<file path="config.mk">
export PLATFORM = sky130hd
export DESIGN_NAME = mac_2_3_stream
export DESIGN_NICKNAME = d
export VERILOG_FILES = /design/src/rtl/mac_2_3_stream_pkg.sv /design/src/rtl/mac_2_3_stream_mult.sv /design/src/rtl/mac_2_3_stream.sv
export SDC_FILE = /design/constraint.sdc
export NUM_CORES = 1
export LEC_CHECK = 0
export ABC_AREA = 1
export CAP_MARGIN = 10
export CORE_MARGIN = 8
export CORE_UTILIZATION = 42
export CTS_CLUSTER_SIZE = 25
export DETAILED_ROUTE_END_ITERATION = 12
export GPL_ROUTABILITY_DRIVEN = 1
export HOLD_SLACK_MARGIN = 0.03
export PLACE_DENSITY_LB_ADDON = 0.05
export RECOVER_POWER = 25
export SYNTH_ARGS = -nofsm -noshare
export SYNTH_HDL_FRONTEND = slang
export SYNTH_SLANG_ARGS = --single-unit
</file>
<file path="constraint.sdc">
create_clock -name clk -period 8.4 [get_ports clk]
set_input_delay 1.68 -clock clk [delete_from_list [all_inputs] [get_ports clk]]
set_output_delay 1.68 -clock clk [all_outputs]
set_load 0.02 [all_outputs]
</file>
<file path="src/rtl/mac_2_3_stream_pkg.sv">
// mac_2_3_stream_pkg: shared FSM state type and product width for the 2x3 MAC stream
package mac_2_3_stream_pkg;

    localparam int PROD_W = 5;

    typedef enum logic [1:0] {
        S_IDLE,
        S_RUN,
        S_DRAIN,
        S_HOLD
    } state_t;

endpackage

</file>
<file path="src/rtl/mac_2_3_stream_mult.sv">
// Mult_2_3: combinational signed 2-bit x 3-bit multiplier
// Ports: a (signed 2b), b (signed 3b), p (signed 5b product)
module Mult_2_3
    import mac_2_3_stream_pkg::*;
(
    input  logic [1:0]        a,
    input  logic [2:0]        b,
    output logic [PROD_W-1:0] p
);

    // The low 5 bits of a product of sign-extended operands are the exact signed product.
    assign p = {{(PROD_W-2){a[1]}}, a} * {{(PROD_W-3){b[2]}}, b};

endmodule

</file>
<file path="src/rtl/mac_2_3_stream.sv">
// mac_2_3_stream: framed multiply-accumulate of signed 2b x 3b pairs with valid/ready handshakes
// Ports: clk, rst_n (async active-low); in_valid/in_ready/in_a/in_b/in_last operand stream;
//        out_valid/out_ready/out_acc/out_count/out_ovf per-frame result
module mac_2_3_stream
    import mac_2_3_stream_pkg::*;
#(
    parameter int ACC_W   = 12,
    parameter int MAX_LEN = 16
) (
    input  logic             clk,
    input  logic             rst_n,
    input  logic             in_valid,
    output logic             in_ready,
    input  logic [1:0]       in_a,
    input  logic [2:0]       in_b,
    input  logic             in_last,
    output logic             out_valid,
    input  logic             out_ready,
    output logic [ACC_W-1:0] out_acc,
    output logic [4:0]       out_count,
    output logic             out_ovf
);

    state_t            state_q, state_d;
    logic              p_valid_q, p_last_q, first_q, ovf_q, ovf_d;
    logic [1:0]        p_a_q;
    logic [2:0]        p_b_q;
    logic [4:0]        n_q, cnt_q, cnt_d;
    logic [ACC_W-1:0]  acc_q, acc_d, prod_x, sum;
    logic [PROD_W-1:0] prod;
    logic              accept, last_in, add_ovf;

    Mult_2_3 u_mult (.a(p_a_q), .b(p_b_q), .p(prod));

    assign in_ready  = (state_q == S_IDLE) || (state_q == S_RUN);
    assign out_valid = (state_q == S_HOLD);
    assign out_acc   = acc_q;
    assign out_count = cnt_q;
    assign out_ovf   = ovf_q;
    assign accept    = in_valid && in_ready;
    // n_q counts elements accepted so far in the open frame; the MAX_LEN-th closes it.
    assign last_in   = in_last || (n_q == 5'(MAX_LEN - 1));
    assign prod_x    = {{(ACC_W-PROD_W){prod[PROD_W-1]}}, prod};
    assign sum       = acc_q + prod_x;
    assign add_ovf   = (acc_q[ACC_W-1] == prod_x[ACC_W-1]) && (sum[ACC_W-1] != acc_q[ACC_W-1]);

    always_comb begin
        state_d = state_q;
        acc_d   = acc_q;
        cnt_d   = cnt_q;
        ovf_d   = ovf_q;
        case (state_q)
            S_IDLE, S_RUN: state_d = accept ? (last_in ? S_DRAIN : S_RUN) : state_q;
            S_DRAIN:       state_d = (p_valid_q && p_last_q) ? S_HOLD : S_DRAIN;
            S_HOLD:        state_d = out_ready ? S_IDLE : S_HOLD;
            default:       state_d = S_IDLE;
        endcase
        if (p_valid_q) begin
            acc_d = first_q ? prod_x : sum;
            cnt_d = first_q ? 5'd1 : cnt_q + 5'd1;
            ovf_d = !first_q && (ovf_q || add_ovf);
        end
    end

    always_ff @(posedge clk or negedge rst_n) begin
        if (!rst_n) begin
            state_q   <= S_IDLE;
            p_valid_q <= 1'b0;
            p_a_q     <= '0;
            p_b_q     <= '0;
            p_last_q  <= 1'b0;
            n_q       <= '0;
            acc_q     <= '0;
            cnt_q     <= '0;
            ovf_q     <= 1'b0;
            first_q   <= 1'b1;
        end else begin
            state_q   <= state_d;
            p_valid_q <= accept;
            acc_q     <= acc_d;
            cnt_q     <= cnt_d;
            ovf_q     <= ovf_d;
            if (accept) begin
                p_a_q    <= in_a;
                p_b_q    <= in_b;
                p_last_q <= last_in;
                n_q      <= last_in ? 5'd0 : n_q + 5'd1;
            end
            // The next accumulated element after a result handshake starts a fresh frame.
            if (p_valid_q)
                first_q <= 1'b0;
            else if (out_valid && out_ready)
                first_q <= 1'b1;
        end
    end

endmodule

</file>
==> impl_results.md <==
- Status: complete, but fails checks
- Failing checks: capacitance limit, slew limit
- Core Box Area: 5110 um^2
- Critical path launch point: rst_n
- Multi-input logic area: 1210 um^2
- Overflow after GRT: 0
- DRT Pass-1 Iters: 4
- Crit-path max FO: 33
- First-pass GRT wire length: 8890 um
- Nets: 359
- Critical path class: primary input to async pin
- Clock Skew: 0.00597 ns
- Highest Clock Rate: 288 MHz
- Hold Buf Count CTS: 0
- Yosys warns: 0
- Setup bufs post-CTS: 0
- Final setup violation count: 0
- GPL Wtd Cong: 0.837
- Final ANT Viol Nets: 0
- Port bufs: 29
- Tot GR Track Use: 14.6%
- FF+latch area: 827 um^2
- WHS Endpoint: out_count[4]
- Hold violation total from the final report: 0
- Share of cells above drive strength 1: 9.09%
- Post-route setup TNS: 0 ns
- Wire per inst: 12.8 um
- WP data required: 8.45 ns
- Crit-path leading delay family: buffers and inverters
- Gr busiest metal: met2
- Cells after Synth: 295
- Post-synthesis area per instance: 7.50 um^2
- # fillers: 522
- Period minus WS final: 3.48 ns
- Worst setup SP type: primary input
- Hold WC Path Type: flop to flop
- Met3 usage: 3.06%
- Vias per cell: 4.95
- Std cell rows: 26
- Worst path buffer plus inverter count: 2
- Worst-Skew Late Latency: 0.29 ns
- Met2 Track Usage GR: 23.2%
- Hold Startpoint: out_count[4]
- CP Cell Sequence: dlygate4sd3_1 -> clkbuf_1
- Mapped cell area: 2210 um^2
- Htree depth: 2
- Post_cts resized: 0
- Most frequent cells in the layout: nand2_1, inv_1, dfrtp_1
- DRC: 0
- I/O pins: 30
- Clk sink count: 33
- HPWL reported at the end of detailed placement: 3980 um
- Vias in the first global route: 1,901
- Layout area overhead: 21.8%
- Starting Density: 43.3%
- Yosys cell types: 31
- Antenna violations before repair: 0
- Pins Over Slew Limit: 34
- Max clock buf depth: 2
- DIE AREA: 7850 um^2
- Cells on worst reg2reg path: 21
- Worst R2R Start: p_a_q[1]
- Total Wirelength: 5120 um
- Register area share after synthesis: 37.4%
- Reg-to-reg slack, setup: 5.17 ns
- TritonCTS clock tree: yes
- Total of max-cap violations: 1
- Period utilization: 41.4%
- Synthesized net count: 325
- Synth Register Bits: 33
- Iter 0 DRT Violations: 87
- Commonest non-fill, non-tap cell in the layout: nand2_1
- Worst-path clk slew: 0.07 ns
- Critical path endpoint category: async pin
- CP peak stage delay: 1.32 ns
- Root buffer cell: clkbuf_8
- Die width: 88.6 um
- Slew @ Worst Pin: 1.84 ns
- RSZ-0062 raised after global routing: no
- WP data arrival: 3.53 ns
- Via count: 1,979
- Slew HR: -22.6%
- Reg-to-Reg End: out_acc[11]
- Crit-path slowest cell: clkbuf_1
- Largest net degree at the start of global routing: 34
- # diodes: 0
- Die Span Y: 88.6 um
- Worst hold path depth: 1
- Num CTS Buffers: 5
- GR Util met1: 19.0%
cells by family (layout without fill, tap and decap cells):
logic type	count (synthesis)	in the layout	synth area share, %
AOI/OAI and AO/OA	42	42	11.9
and+or+nand+nor	155	155	30.4
DFF	33	33	37.4
buffers and inverters	45	80	8.03
adders and majority gates	20	20	12.3
sequential cells by signal, summed over array words and instances (netlist names):
register   count
out_acc       12
n_q            5
out_count      5
p_b_q          3
p_a_q          2
state_q        2
first_q        1
out_ovf        1
p_last_q       1
p_valid_q      1
layer usage:
metal	vias to the layer above	share of wire, %
li1	1024	-
met1	921	50
met2	26	45
met3	8	3.0
met4	0	1.4
met5	-	0
area by class of cell:
type	instances	share of cell area, %
clock buffers	6	3.07
clock inverters	2	1.39
inverters	42	5.85
multi-input cells	217	44.8
flip-flops and latches	33	30.7
well taps	70	3.25
repair buffers	30	10.9
synth_stat cells, drive strengths merged:
master,instances,share of area (%)
a21o,2,0.74
a21oi,23,6.4
a22o,1,0.40
a32oi,1,0.40
buf,3,0.90
dfrtp,32,36
dfstp,1,1.2
fa,3,2.7
ha,17,9.6
inv,42,7.1
nand2,92,16
nand3,24,5.9
nand3b,1,0.34
nand4,5,1.4
nor2,28,4.9
nor3b,1,0.34
o211ai,2,0.68
o21ai,10,2.3
o21bai,1,0.34
o221ai,1,0.40
o22ai,1,0.28
or2,4,1.1
how the worst max path moves through the flow:
stage / cells after the start / to
2_1_floorplan: 19 / out_acc[11]
3_3_place_gp: 8 / n_q[3]
3_5_place_dp: 8 / n_q[3]
4_1_cts: 8 / n_q[3]
5_1_grt: 2 / out_acc[3]
6_report: 2 / p_valid_q
metrics by stage:
| step | cell area (um^2) | instances | setup WS [ns] | util, % | hold slack, ns |
|---|---|---|---|---|---|
| 6_report | 2690 | 400 | 4.92 | 52.7 | 0.458 |
| 5_1_grt | 2690 | 400 | 4.41 | 52.7 | 0.516 |
| 3_3_place_gp | 2580 | 392 | 4.95 | 50.5 | 0.447 |
| 2_1_floorplan | 2210 | 295 | 5.57 | - | 0.449 |
| 3_5_place_dp | 2580 | 392 | 4.86 | 50.5 | 0.453 |
| 4_1_cts | 2700 | 400 | 5.17 | 52.8 | 0.463 |
worst register-to-register path, stage by stage (launching register included):
cell and delay (ns):
dfrtp_1 0.34, inv_1 0.09, or2_2 0.30, fa_1 0.39, inv_1 0.06, ha_1 0.15, fa_1 0.19, inv_1 0.04
nand2_1 0.08, nand2_2 0.16, ha_1 0.39, nand2_1 0.14, inv_1 0.06, nand2_2 0.08, nand2_1 0.06, nand2_1 0.09
nand2_1 0.06, nor2_1 0.18, nand2_1 0.07, nand2_1 0.06, nand2_1 0.06, a21oi_2 0.12
Power is left out: the tool's default activity adds up to more than one toggle a clock period on the data nets, which glitch-free logic cannot reach.
